==> src/rtl/fft_stage_ctrl_if.sv <==
// Handshake and operand bus between the stage input stream, the frame scheduler
// and the butterfly datapath. "master" is the scheduler side, "slave" the environment.
interface fft_stage_ctrl_if #(
    parameter int WIDTH    = 12,
    parameter int NUM_PAIR = 8
);
    localparam int IDX_W = $clog2(NUM_PAIR);

    logic                    in_valid;
    logic                    in_ready;
    logic signed [WIDTH-1:0] din_re;
    logic signed [WIDTH-1:0] din_im;

    logic                    bfly_valid;
    logic                    bfly_ready;
    logic                    bfly_op;
    logic [IDX_W-1:0]        bfly_idx;
    logic signed [WIDTH-1:0] bfly_a_re;
    logic signed [WIDTH-1:0] bfly_a_im;
    logic signed [WIDTH-1:0] bfly_b_re;
    logic signed [WIDTH-1:0] bfly_b_im;

    logic                    frame_done;

    modport master (
        input  in_valid, din_re, din_im, bfly_ready,
        output in_ready, bfly_valid, bfly_op, bfly_idx,
               bfly_a_re, bfly_a_im, bfly_b_re, bfly_b_im, frame_done
    );

    modport slave (
        output in_valid, din_re, din_im, bfly_ready,
        input  in_ready, bfly_valid, bfly_op, bfly_idx,
               bfly_a_re, bfly_a_im, bfly_b_re, bfly_b_im, frame_done
    );
endinterface

==> src/rtl/fft_stage_ctrl.sv <==
// Radix-2 stage frame scheduler: buffers 2*NUM_PAIR samples, then presents
// (x[k], x[k+NUM_PAIR]) pairs to the butterfly, first as SUM then as DIFF.
module fft_stage_ctrl #(
    parameter int WIDTH    = 12,
    parameter int NUM_PAIR = 8
) (
    input logic              clk,
    input logic              rstn,
    fft_stage_ctrl_if.master bus
);
    localparam int FRAME = 2 * NUM_PAIR;
    localparam int WW    = $clog2(FRAME);
    localparam int KW    = $clog2(NUM_PAIR);

    typedef enum logic [1:0] {LOAD, ISSUE_SUM, ISSUE_DIFF, DONE} state_t;

    state_t             state_q, state_d;
    logic [WW-1:0]      wr_cnt_q, wr_cnt_d;
    logic [KW-1:0]      k_q, k_d;
    logic [2*WIDTH-1:0] mem_q [FRAME];

    logic               in_ready_q, in_ready_d;
    logic               bfly_valid_q, bfly_valid_d;
    logic               bfly_op_q, bfly_op_d;
    logic [KW-1:0]      bfly_idx_q, bfly_idx_d;
    logic [2*WIDTH-1:0] a_q, a_d;
    logic [2*WIDTH-1:0] b_q, b_d;
    logic               frame_done_q, frame_done_d;

    logic               accept;
    logic               xfer;
    logic               issuing;

    assign accept = bus.in_valid && in_ready_q;
    assign xfer   = bfly_valid_q && bus.bfly_ready;

    always_comb begin
        state_d  = state_q;
        wr_cnt_d = wr_cnt_q;
        k_d      = k_q;
        case (state_q)
            LOAD: begin
                if (accept) begin
                    if (wr_cnt_q == WW'(FRAME - 1)) begin
                        wr_cnt_d = '0;
                        state_d  = ISSUE_SUM;
                    end else begin
                        wr_cnt_d = wr_cnt_q + WW'(1);
                    end
                end
            end
            ISSUE_SUM: begin
                if (xfer) begin
                    if (k_q == KW'(NUM_PAIR - 1)) begin
                        k_d     = '0;
                        state_d = ISSUE_DIFF;
                    end else begin
                        k_d = k_q + KW'(1);
                    end
                end
            end
            ISSUE_DIFF: begin
                if (xfer) begin
                    if (k_q == KW'(NUM_PAIR - 1)) begin
                        k_d     = '0;
                        state_d = DONE;
                    end else begin
                        k_d = k_q + KW'(1);
                    end
                end
            end
            DONE: begin
                state_d = LOAD;
                if (accept) begin
                    wr_cnt_d = wr_cnt_q + WW'(1);
                end
            end
            default: state_d = LOAD;
        endcase

        // Outputs are derived from the next state so they register on the same
        // edge as the transition; during a stall state, k and mem are frozen.
        issuing      = (state_d == ISSUE_SUM) || (state_d == ISSUE_DIFF);
        bfly_valid_d = issuing;
        bfly_op_d    = (state_d == ISSUE_DIFF);
        bfly_idx_d   = issuing ? k_d : '0;
        a_d          = issuing ? mem_q[{1'b0, k_d}] : '0;
        b_d          = issuing ? mem_q[{1'b1, k_d}] : '0;
        frame_done_d = (state_d == DONE);
        in_ready_d   = (state_d == LOAD) || (state_d == DONE);
    end

    always_ff @(posedge clk or negedge rstn) begin
        if (!rstn) begin
            state_q      <= LOAD;
            wr_cnt_q     <= '0;
            k_q          <= '0;
            in_ready_q   <= 1'b1;
            bfly_valid_q <= 1'b0;
            bfly_op_q    <= 1'b0;
            bfly_idx_q   <= '0;
            a_q          <= '0;
            b_q          <= '0;
            frame_done_q <= 1'b0;
        end else begin
            state_q      <= state_d;
            wr_cnt_q     <= wr_cnt_d;
            k_q          <= k_d;
            in_ready_q   <= in_ready_d;
            bfly_valid_q <= bfly_valid_d;
            bfly_op_q    <= bfly_op_d;
            bfly_idx_q   <= bfly_idx_d;
            a_q          <= a_d;
            b_q          <= b_d;
            frame_done_q <= frame_done_d;
        end
    end

    // Sample buffer keeps its contents across reset; only the pointers are cleared.
    always_ff @(posedge clk) begin
        if (accept) begin
            mem_q[wr_cnt_q] <= {bus.din_re, bus.din_im};
        end
    end

    assign bus.in_ready   = in_ready_q;
    assign bus.bfly_valid = bfly_valid_q;
    assign bus.bfly_op    = bfly_op_q;
    assign bus.bfly_idx   = bfly_idx_q;
    assign bus.bfly_a_re  = a_q[2*WIDTH-1:WIDTH];
    assign bus.bfly_a_im  = a_q[WIDTH-1:0];
    assign bus.bfly_b_re  = b_q[2*WIDTH-1:WIDTH];
    assign bus.bfly_b_im  = b_q[WIDTH-1:0];
    assign bus.frame_done = frame_done_q;
endmodule

==> src/flat_wrapper.sv <==
// flat-port wrapper written by rule: the top's interface ports become plain ports
module fft_stage_ctrl_flat 
#(
    parameter int WIDTH    = 12,
    parameter int NUM_PAIR = 8
)
  (clk, rstn, bus_in_valid, bus_din_re, bus_din_im, bus_bfly_ready, bus_in_ready, bus_bfly_valid, bus_bfly_op, bus_bfly_idx, bus_bfly_a_re, bus_bfly_a_im, bus_bfly_b_re, bus_bfly_b_im, bus_frame_done);
  fft_stage_ctrl_if #(.WIDTH(WIDTH), .NUM_PAIR(NUM_PAIR)) bus_i ();
  input logic clk;
  input logic rstn;
  input wire logic [$bits(bus_i.in_valid)-1:0] bus_in_valid;
  input wire logic [$bits(bus_i.din_re)-1:0] bus_din_re;
  input wire logic [$bits(bus_i.din_im)-1:0] bus_din_im;
  input wire logic [$bits(bus_i.bfly_ready)-1:0] bus_bfly_ready;
  output wire logic [$bits(bus_i.in_ready)-1:0] bus_in_ready;
  output wire logic [$bits(bus_i.bfly_valid)-1:0] bus_bfly_valid;
  output wire logic [$bits(bus_i.bfly_op)-1:0] bus_bfly_op;
  output wire logic [$bits(bus_i.bfly_idx)-1:0] bus_bfly_idx;
  output wire logic [$bits(bus_i.bfly_a_re)-1:0] bus_bfly_a_re;
  output wire logic [$bits(bus_i.bfly_a_im)-1:0] bus_bfly_a_im;
  output wire logic [$bits(bus_i.bfly_b_re)-1:0] bus_bfly_b_re;
  output wire logic [$bits(bus_i.bfly_b_im)-1:0] bus_bfly_b_im;
  output wire logic [$bits(bus_i.frame_done)-1:0] bus_frame_done;
  assign bus_i.in_valid = bus_in_valid;
  assign bus_i.din_re = bus_din_re;
  assign bus_i.din_im = bus_din_im;
  assign bus_i.bfly_ready = bus_bfly_ready;
  assign bus_in_ready = bus_i.in_ready;
  assign bus_bfly_valid = bus_i.bfly_valid;
  assign bus_bfly_op = bus_i.bfly_op;
  assign bus_bfly_idx = bus_i.bfly_idx;
  assign bus_bfly_a_re = bus_i.bfly_a_re;
  assign bus_bfly_a_im = bus_i.bfly_a_im;
  assign bus_bfly_b_re = bus_i.bfly_b_re;
  assign bus_bfly_b_im = bus_i.bfly_b_im;
  assign bus_frame_done = bus_i.frame_done;
  fft_stage_ctrl #(.WIDTH(WIDTH), .NUM_PAIR(NUM_PAIR)) u_core (.clk(clk), .rstn(rstn), .bus(bus_i));
endmodule
==> config.mk <==
export PLATFORM = sky130hd
export DESIGN_NAME = fft_stage_ctrl_flat
export DESIGN_NICKNAME = d
export VERILOG_FILES = /design/src/rtl/fft_stage_ctrl_if.sv /design/src/rtl/fft_stage_ctrl.sv /design/src/flat_wrapper.sv
export SDC_FILE = /design/constraint.sdc
export NUM_CORES = 1
export LEC_CHECK = 0
export CAP_MARGIN = 15
export CORE_AREA = 10 10 237 194
export CTS_CLUSTER_SIZE = 40
export DETAILED_ROUTE_END_ITERATION = 12
export DIE_AREA = 0 0 247 204
export GPL_ROUTABILITY_DRIVEN = 0
export GPL_TIMING_DRIVEN = 0
export PLACE_DENSITY = 0.67
export SLEW_MARGIN = 15
export SYNTH_ARGS = -nofsm -noshare
export SYNTH_HDL_FRONTEND = slang
export SYNTH_SLANG_ARGS = --single-unit
==> constraint.sdc <==
create_clock -name clk -period 9.53 [get_ports clk]
set_input_delay 0.953 -clock clk [delete_from_list [all_inputs] [get_ports clk]]
set_output_delay 0.953 -clock clk [all_outputs]
set_load 0.02 [all_outputs]
# Word level (Yosys, flattened, before mapping)
# Memories as Yosys holds them, arrays and structs flattened.
# Index checks and enable logic that the tools add are counted.
# totals
regBits	64
latch_bits	0
ramBits	384
romBits	0
input_bits	28
word_cells	51
memories	1
# memory_table
memory	words	width	read_ports	rd_ports_with_merged_regs	write_ports	line_no	text
u_core.mem_q	16	24	2	0	1	fft_stage_ctrl.sv:20	logic [2*WIDTH-1:0] mem_q [FRAME];
# classes
n_addsub	2
mul	0
div	0
order_cmp	0
eq_ne	10
shift	0
mux	19
bitwise_logic	0
n_reduce_logical	9
# ops
op	count
$mux 24	2
$mux 2	6
$mux 3	4
$mux 4	3
$eq 2x2->1 const B	4
$pmux 2 s4	1
$pmux 4 s2	1
$add 4x1->4 const B	1
$eq 2x1->1 const B	2
$eq 4x4->1 const B	1
$logic_not 2->1	2
$ne 2x1->1 const B	2
$add 3x1->3 const B	1
$eq 3x3->1 const B	1
$reduce_and 3->1	1
$logic_and 1x1->1	2
$logic_or 1x1->1	2
$mux 1	2
$reduce_bool 2->1	1
$reduce_or 2->1	1

# Longest topological paths before layout
# Gate-level depths: netlist of run 1.
# logic_depth
depth_word	7
depth_mapped	14

# Worst setup path before layout of run 1
# Ideal clock, no wire load.
# synth_timing
path_type	input-to-reg
start	in bus_in_valid
end	reg u_core.a_q[0]
setup_ns	0.139
arrival_time_ns	4.060
setup_slack_ns	5.331
stages	11
path_buffers	2
path_cell_list	nand3_1 -> nor2_1 -> a211oi_1 -> a21o_1 -> ha_1 -> nand2b_1 -> clkbuf_1 -> clkbuf_1 -> nor4_1 -> a31oi_1 -> o2111ai_1
# synth_via
elab_chain_cells	6
# synth_rtl
element	line_no	text
start: declaration	flat_wrapper.sv:11	input wire logic [$bits(bus_i.in_valid)-1:0] bus_in_valid;
$logic_and 1x1->1 (*)	fft_stage_ctrl.sv:34	assign accept = bus.in_valid && in_ready_q;
$mux 2 (*)	fft_stage_ctrl.sv:43	if (accept) begin
$pmux 2 s4 (*)	fft_stage_ctrl.sv:41	case (state_q)
$eq 2x1->1 or $eq 2x2->1 (tied branches)	fft_stage_ctrl.sv:83	issuing = (state_d == ISSUE_SUM) || (state_d == ISSUE_DIFF);
$logic_or 1x1->1 (*)	fft_stage_ctrl.sv:83	
$mux 24 (*)	fft_stage_ctrl.sv:87	a_d = issuing ? mem_q[{1'b0, k_d}] : '0;
net u_core.a_d[0]	fft_stage_ctrl.sv:26	logic [2*WIDTH-1:0] a_q, a_d;
end signal: assignment	fft_stage_ctrl.sv:102	a_q <= '0;
end signal: assignment	fft_stage_ctrl.sv:113	a_q <= a_d;
end: declaration	fft_stage_ctrl.sv:26	
# Mark *: on every way through the listed nets, which the timed path passes. The rest lies on a longest branch.
# A chain may end at the register's enable or synchronous reset.

# Final worst setup path of run 1
# layout_timing
start	in bus_in_valid
end	reg u_core.a_q[17]
# Same word-level chain as after synthesis.

==> impl_metrics.toml, run 1 <==
[status]
status = "completed"

[clock_tree]
htree_levels = 2
cts.sinks = 448
clock_latency_ps = 580
ctsLongestPathBuffers = 3
postCtsSetupRepairBufs = 0
cts-hold-fix-buffers = 0
cts_tree = "built"
clkTransAtPathRegs_ps = 60
cts-root-buf = "clkbuf_16"
cts_made_buffers = 45
cts_resized = 0

[critical_path]
cp_common_cell = "clkbuf_1"
timing.rr.start = "u_core.bus.in_ready$_DFF_PN1_"
crit_path_start_kind = "primary input"
crit_required_ps = 9940
critical_path_class = "in2reg"
cp_slowest_stage_delay_ps = 690
critPathBufInv = 3
r2r_cells = 11
critPathMaxFanout = 12
arrival_ps = 5600
startpoint = "bus_in_valid"
worstReg2RegEnd = "u_core.a_q[17]$_DFF_PN0_"
cp.depth = 12
worstPathCellList = "clkdlybuf4s50_1 > nand3_1 > nor2_4 > a211oi_1 > a21o_1 > ha_1 > nand2b_1 > clkbuf_1 > clkbuf_1 > nor4_1 > a31oi_1 > o2111ai_1"
critical_path.slowest_cell = "nor2_4"
critPathTopFamily = "buffers and inverters"
end_kind = "flop"
r2r_slack_ps = 4730
crit_end = "u_core.a_q[17]$_DFF_PN0_"

[finish]
stdcell_count = 2282
fillers = 3248
layout-drive-gt1-share_pct = 13.3
area_delta_synth_final_pct = 17.8
finalNetCount = 1734
num_antenna_cells = 0
fin_util_pct = 58.1

[floorplanning]
die_area_um2 = 50400
rows = 67
die_h_um = 204
coreArea_um2 = 41300
io-pin-count = 83
die_w_um = 247
initial_core_util_pct = 49.4

[yosys]
yosys.cell_types.count = 40
synth_ff_type = "edfxtp_1"
syn_area_per_cell_um2 = 13.3
synth_most_common_cell = "edfxtp_1"
synth_common_cells = "384 x edfxtp_1, 193 x mux2i_1, 148 x a21oi_1, 108 x nand2_1, 98 x nand2b_1"
synth-seq-cells = 448
synth_edf_count = 384
yosys.area.top_type_share_pct = 56.5
synth_nets = 1577
ys_warn_count = 0
synth-async-reset-ratio_pct = 14.3
yosysSeqAreaShare_pct = 64.4
syn_area_um2 = 20400
synth_area_leaders = "edfxtp_1 57%, mux2i_1 9.5%, dfrtp_1 7.7%"
synth_cells = 1536
synth_area_leader_cell = "edfxtp_1"

[worst_hold_path]
holdCritPathClass = "in2async"

[sta]
fin_setup_tns_ps = 0
setup_viol = 0
fin_crit_ps = 5190
skew_ps = 23.9
hold_violations = 0
drv_slew = 0
rsz0062_at_grt = "no"
fin_crit_sh_pct = 54.5
fmax_mhz = 193
tightest_slew_ps = 953
max_slew_margin_pct = 36.3
hold_ws_ps = 336

[global_route]
gr-total-overflow = 0
track_usage_pct = 24.7
grt_pass1_vias = 14500
antenna_found_initial = 2
grt_max_degree = 37
grt_first_pass_wirelength_um = 92600

[drt]
wl_per_cell_um = 27.7
route.detailed.drc = 0
finalWirelength_um = 63200
first_pass_iters = 6
drtAntennaViolNets = 0
vias = 14600
routed_via_density = 6.40
drt-initial-drc-count = 1921

[power_and_ir_drop]
cellLeakagePower_nw = 8.45
power_mw = 7.28
p_per_area_nw_per_um2 = 303
ir_drop_mv = 0.166

[flow_run]
drv_cap = 0

[place]
placed_cells = 2198
numPortBuffers = 82
hpwlAfterDp_um = 42600
[routing by layer]
layer  wire [µm]  global-route usage [%]
met5           0                       0
met1       26300                    34.1
met3        7280                    6.81
met4        2040                    9.49
met2       27600                    36.6
[layout make-up]
cell class,count,area [µm²],share of cell area (%)
Multi-Input combinational cell,946,6710,27.9
Buffer,133,622,2.59
Tap cell,552,691,2.87
Clock inverter,21,282,1.17
Sequential cell,448,13100,54.7
Inverter,9,33.8,0.141
Clock buffer,63,1340,5.56
Timing Repair Buffer,110,1220,5.08
[how the worst min path moves through the flow]
stage | to | cells after the start
after floorplan | u_core.k_q[2]$_DFF_PN0_ | 2
after global placement | u_core.k_q[2]$_DFF_PN0_ | 2
after detailed placement | u_core.k_q[2]$_DFF_PN0_ | 2
after CTS | u_core.a_q[16]$_DFF_PN0_ | 1
after global routing | u_core.a_q[14]$_DFF_PN0_ | 1
final | u_core.a_q[14]$_DFF_PN0_ | 1
[through the flow]
step | area, µm² | setup WS, ps
after floorplan | 20400 | 5330
after global placement | 21900 | 2420
after detailed placement | 22400 | 3990
after CTS | 24000 | 4560
after global routing | 24000 | 4310
final | 24000 | 4340
[cell families after synthesis]
| group | count (synthesis) | synth area share [%] |
|---|---|---|
| xor gates and xnor gates | 1 | 0.0429 |
| AOI/OAI and AO/OA | 304 | 9.38 |
| buffers and inverters | 142 | 3.21 |
| and+or+nand+nor | 385 | 9.95 |
| muxes | 243 | 12.3 |
| DFF | 448 | 64.4 |
| adders and majority gates | 13 | 0.797 |
[registers in the layout (all words and copies together), names as in the netlist]
signal                 cells
u_core.wr_cnt_q            4
u_core.state_q             2
u_core.k_q                 3
u_core.bus.frame_done      1
u_core.bus.bfly_op         1
u_core.bus.in_ready        1
u_core.bus.bfly_valid      1
u_core.bus.bfly_idx        3
u_core.mem_q             384
u_core.a_q                24
u_core.b_q                24
[layout by cell type, fill, tap and decap left out, types with 10 or more instances in the layout]
master	netlist	routed
clkdlybuf4s50_1	0	81
clkbuf_1	70	76
nor3_1	52	48
edfxtp_1	384	384
buf_4	11	26
dfrtp_1	63	63
mux2i_1	193	193
a21oi_1	148	148
o2111ai_1	48	48
clkbuf_8	0	10
o211ai_1	48	48
nor4_1	96	96
a31oi_1	49	49
clkbuf_16	0	47
mux2_2	48	48
nand2_1	108	108
ha_1	13	13
buf_2	41	41
nor2_1	18	10
nand2b_1	98	98
[report_power, final]
part | total, mW | switching, mW | internal [mW] | leakage, nW
Combinational | 2.90 | 1.85 | 1.05 | 3.31
Sequential | 2.46 | 0.0917 | 2.37 | 4.33
Clock | 1.93 | 0.759 | 1.17 | 0.799
(Power assumes the default switching activity.)
==> inputs of run 2 (changes only) <==
clock period = 4.9 ns   (was 9.53 ns; I/O delays follow)
==> run 2 against run 1 <==
  * Non-clock buffer count grew 1
  * Critical path depth decreased by 1
  * Register-to-register slack worse by 4600 ps
  * Largest cell class unchanged
==> impl_metrics.toml, run 2 (same netlist as run 1, synthesis figures left out) <==
[finish]
stdcell_area_um2 = 24000
largestRegisters = "u_core.mem_q x384, u_core.a_q x24, u_core.b_q x24"
final_common_cell = "edfxtp_1"
largest_register = "u_core.mem_q"
area_delta_synth_final_pct = 17.8
finalNetCount = 1735
layout-drive-gt1-share_pct = 13.3
largest_reg_flops = 384
num_antenna_cells = 0
final_cell_mix = "384 x edfxtp_1, 193 x mux2i_1, 148 x a21oi_1"

[global_route]
track_usage_pct = 24.7
grt_max_degree = 37
antenna_found_initial = 2
grt_first_pass_wirelength_um = 92700
grt_pass1_vias = 14500
gr-total-overflow = 0

[sta]
skew_ps = 23.1
hold_violations = 0
fin_crit_sh_pct = 97.4
fmax_mhz = 209
fin_setup_tns_ps = 0
setup_viol = 0
fin_crit_ps = 4770
hold_ws_ps = 433
tightest_slew_ps = 979
drv_slew = 0
rsz0062_at_grt = "no"
max_slew_margin_pct = 34.5
finalWorstSetupSlack_ps = 126

[drt]
highest_layer = "met4"
finalWirelength_um = 63300
route.detailed.drc = 0
wl_per_cell_um = 27.7
drt-initial-drc-count = 1915
routed_via_density = 6.42
first_pass_iters = 5
dr_wl_met2_um = 27600
route.met3.wl_um = 7280
drtAntennaViolNets = 0
vias = 14700
wl_met1_um = 26300

[power_and_ir_drop]
power_mw = 14.2
cellLeakagePower_nw = 8.45
ir_drop_mv = 0.322
p_per_area_nw_per_um2 = 589

[critical_path]
end_kind = "flop"
crit_required_ps = 5310
critical_path_class = "reg2reg"
crit_path_start_kind = "flop"
arrival_ps = 5180
critPathMaxFanout = 12

[clock_tree]
cts_resized = 0
cts.sinks = 448
clock_latency_ps = 580
htree_levels = 2
postCtsSetupRepairBufs = 0
cts_made_buffers = 45
cts_tree = "built"
clkTransAtPathRegs_ps = 60
cts-root-buf = "clkbuf_16"
ctsLongestPathBuffers = 3

[worst_hold_path]
holdCritPathClass = "in2async"

[status]
status = "completed"

[place]
placed_area_um2 = 22400
pre_cts_ws_ps = -176
numPortBuffers = 82
hpwlAfterDp_um = 42600

[floorplanning]
die_w_um = 247
coreArea_um2 = 41300
io-pin-count = 83
die_h_um = 204
initial_core_util_pct = 49.4
die_area_um2 = 50400
rows = 67

[flow_run]
drv_cap = 0
run 2: cell types whose count changed in the layout (fill, tap and decap cells not counted), sizes merged:
cell / previous run / this run
dlygate4sd3: 0 / 1
run 2: layout make-up:
class                           count  area, µm²
Clock inverter                     21        282
Clock buffer                       63       1340
Tap cell                          552        691
Inverter                            9       33.8
Buffer                            133        622
Timing Repair Buffer              111       1230
Fill cell                        3247      17300
Sequential cell                   448      13100
Multi-Input combinational cell    946       6710
run 2: final timing paths:
| kind | from | to | slack [ps] | cells after the start |
|---|---|---|---|---|
| hold / removal | rstn | u_core.a_q[14]$_DFF_PN0_ | 430 | 2 |
| hold reg to reg | u_core.k_q[2]$_DFF_PN0_ | u_core.k_q[2]$_DFF_PN0_ | 580 | 2 |
| min in group clk | u_core.k_q[2]$_DFF_PN0_ | u_core.k_q[2]$_DFF_PN0_ | 580 | 2 |
| setup reg to reg | u_core.bus.in_ready$_DFF_PN1_ | u_core.a_q[17]$_DFF_PN0_ | 130 | 11 |
| setup / recovery | u_core.bus.in_ready$_DFF_PN1_ | u_core.a_q[17]$_DFF_PN0_ | 130 | 11 |
| max in group asynchronous | rstn | u_core.bus.in_ready$_DFF_PN1_ | 3850 | 3 |
run 2: per-stage QoR:
stage | utilization (%) | std cells
after global routing | 58.2 | 2283
after global placement | 53.0 | 2170
final | 58.2 | 2283
after floorplan | - | 1536
after CTS | 58.2 | 2283
after detailed placement | 54.2 | 2198
run 2: per-layer routing:
metal,vias to the layer above,global-route usage [%]
li1,6273,-
met1,7317,34.1
met2,942,36.6
met3,135,6.81
met4,0,9.49
met5,-,0
run 2: what timing repair did:
action | in CTS | in global routing
hold buffers | 1 | 0
endpoints found under the setup margin | 0 | 0
endpoints found under the hold margin | 28 | 0
run 2: worst max-delay path, cell delays in order (launching register included):
cell and delay [ps]:
dfstp_2 590, nand3_1 420, nor2_4 680, a211oi_1 200, a21o_1 190, ha_1 470
nand2b_1 300, clkbuf_1 560, clkbuf_1 590, nor4_1 120, a31oi_1 300, o2111ai_1 180
run 2: power breakdown:
group / internal (mW) / total (mW) / switching, mW
logic: 2.04 / 5.64 / 3.60
clock network: 2.27 / 3.75 / 1.48
registers: 4.60 / 4.78 / 0.177
==> inputs of run 3 (changes only) <==
CORE_AREA = 2 2 229 186   (was 10 10 237 194)
DIE_AREA = 0 0 231 188   (was 0 0 247 204)
==> run 3 against run 2 <==
  * Clock power fell by 3%
  * Global-route usage up 3.2 points
  * Clock skew fell by 13 ps
  * Die area down 14%
  * Maximum frequency is 11% higher
  * Power decreased by 1.5%
  * Highest routed layer unchanged
  * Clock-buffer cell count grew 1
  * Critical path type unchanged
  * First-iteration DRC count fell by 12%
  * Cell count hardly changed
  * Cell area is 0.30% lower
==> impl_metrics.toml, run 3 (same netlist as run 1, synthesis figures left out) <==
[status]
status = "completed"

[critical_path]
end_kind = "flop"
timing.rr.start = "u_core.bus.in_ready$_DFF_PN1_"
critPathMaxFanout = 10
crit_path_start_kind = "flop"
crit_required_ps = 5300
r2r_slack_ps = 610
arrival_ps = 4690
r2r_cells = 11
critical_path_class = "reg2reg"
worstReg2RegEnd = "u_core.a_q[3]$_DFF_PN0_"

[clock_tree]
cts.sinks = 448
postCtsSetupRepairBufs = 0
cts_tree = "built"
htree_levels = 2
clkTransAtPathRegs_ps = 60
cts_resized = 0
clock_latency_ps = 560
cts-root-buf = "clkbuf_16"
ctsLongestPathBuffers = 3
cts_made_buffers = 46

[floorplanning]
rows = 67
die_h_um = 188
die_w_um = 231
die_area_um2 = 43400
io-pin-count = 83
coreArea_um2 = 41200
initial_core_util_pct = 49.5

[worst_hold_path]
holdCritPathClass = "in2async"

[finish]
largest_register = "u_core.mem_q"
layout-drive-gt1-share_pct = 13.3
final_common_cell = "edfxtp_1"
num_antenna_cells = 0
finalNetCount = 1735
final_cell_mix = "384 x edfxtp_1, 193 x mux2i_1, 148 x a21oi_1"
area_delta_synth_final_pct = 17.5
largest_reg_flops = 384
largestRegisters = "u_core.mem_q x384, u_core.a_q x24, u_core.b_q x24"
stdcell_area_um2 = 24000

[global_route]
gr-total-overflow = 0
grt_pass1_vias = 14600
grt_first_pass_wirelength_um = 89700
antenna_found_initial = 1
track_usage_pct = 27.9
grt_max_degree = 36

[drt]
wl_met1_um = 25700
routed_via_density = 6.35
highest_layer = "met4"
finalWirelength_um = 60900
dr_wl_met2_um = 26700
route.met3.wl_um = 6360
vias = 14500
drtAntennaViolNets = 0
first_pass_iters = 5
wl_per_cell_um = 26.7
drt-initial-drc-count = 1681
route.detailed.drc = 0

[sta]
tightest_slew_ps = 1000
max_slew_margin_pct = 32.9
fin_crit_sh_pct = 87.5
drv_slew = 0
fin_setup_tns_ps = 0
skew_ps = 9.92
setup_viol = 0
rsz0062_at_grt = "no"
fin_crit_ps = 4290
hold_ws_ps = 447
fmax_mhz = 233
hold_violations = 0

[flow_run]
drv_cap = 0

[power_and_ir_drop]
cellLeakagePower_nw = 8.41
clkPwrFrac_pct = 26.1
sw_frac_of_total_pct = 37.0
p_switching_mw = 5.16
p_per_area_nw_per_um2 = 582
power_frac_seq_pct = 34.2
ir_drop_mv = 0.321
power.internal_mw = 8.80
combPwrFrac_pct = 39.8

[place]
numPortBuffers = 82
placed_area_um2 = 22400
hpwlAfterDp_um = 40800
[run 3: cell types whose count changed in the layout (fill, tap and decap cells not counted)]
| cell | previous run | this run |
|---|---|---|
| clkbuf_16 | 47 | 49 |
| clkinvlp_4 | 1 | 3 |
| clkbuf_8 | 10 | 9 |
| buf_6 | 8 | 7 |
| buf_12 | 3 | 7 |
| bufinv_16 | 7 | 4 |
| buf_16 | 7 | 3 |
| inv_6 | 1 | 0 |
| clkinv_2 | 8 | 9 |
| clkinv_1 | 5 | 6 |
| clkinv_4 | 0 | 1 |
[run 3: worst max path at each step]
stage | endpoint | start | cells after the start | slack, ps
floorplan | u_core.a_q[9]$_DFF_PN0_ | u_core.bus.in_ready$_DFF_PN1_ | 11 | 1010
global placement | u_core.a_q[4]$_DFF_PN0_ | bus_in_valid | 12 | -1470
detailed placement | u_core.a_q[16]$_DFF_PN0_ | bus_in_valid | 12 | 230
CTS | u_core.a_q[16]$_DFF_PN0_ | u_core.bus.in_ready$_DFF_PN1_ | 11 | 720
global route | u_core.a_q[18]$_DFF_PN0_ | u_core.bus.in_ready$_DFF_PN1_ | 11 | 450
finish | u_core.a_q[3]$_DFF_PN0_ | u_core.bus.in_ready$_DFF_PN1_ | 11 | 610
[run 3: timing repair]
action	4_1_cts	5_1_grt
hold buffers	1	0
endpoints found under the setup margin	0	0
hold endpoints to repair	29	0
[run 3: per-stage QoR]
step	power, mW	setup WS [ps]	cells	utilization [%]
after CTS	13.9	722	2284	58.1
after global routing	14.5	446	2284	58.1
final	14.0	612	2284	58.1
after detailed placement	10.3	234	2197	54.2
after global placement	10.0	-1470	2170	53.1
after floorplan	8.34	1010	1536	-
[run 3: layer usage]
| metal | global-route usage, % | vias to the layer above |
|---|---|---|
| met2 | 41.9 | 832 |
| met1 | 39.9 | 7243 |
| met3 | 5.87 | 145 |
| li1 | - | 6277 |
| met4 | 10.8 | 0 |
| met5 | 0 | - |
[run 3: critical path, stage by stage (launching register included)]
cell	delay, ps
dfstp_2	580
nand3_1	410
nor2_4	370
a211oi_1	140
a21o_1	170
ha_1	490
nand2b_1	300
clkbuf_1	590
clkbuf_1	520
nor4_1	150
a31oi_1	210
o2111ai_1	180
[run 3: layout make-up]
| type | count | area, µm² |
|---|---|---|
| multi-input combinational | 946 | 6710 |
| timing repair buffer | 110 | 1190 |
| clock inverter | 22 | 215 |
| clock buffer | 64 | 1370 |
| inverter | 9 | 33.8 |
| buffer | 133 | 622 |
| tap | 552 | 691 |
| sequential | 448 | 13100 |
| fill | 3306 | 17300 |
[run 3: power groups by stage]
stage	Sequential, mW	Combinational (mW)	Clock, mW
after floorplan	4.97	3.37	0
after global placement	4.85	5.20	0
after detailed placement	4.84	5.43	0
after CTS	4.77	5.45	3.68
after global routing	4.81	5.83	3.84
final	4.77	5.55	3.64
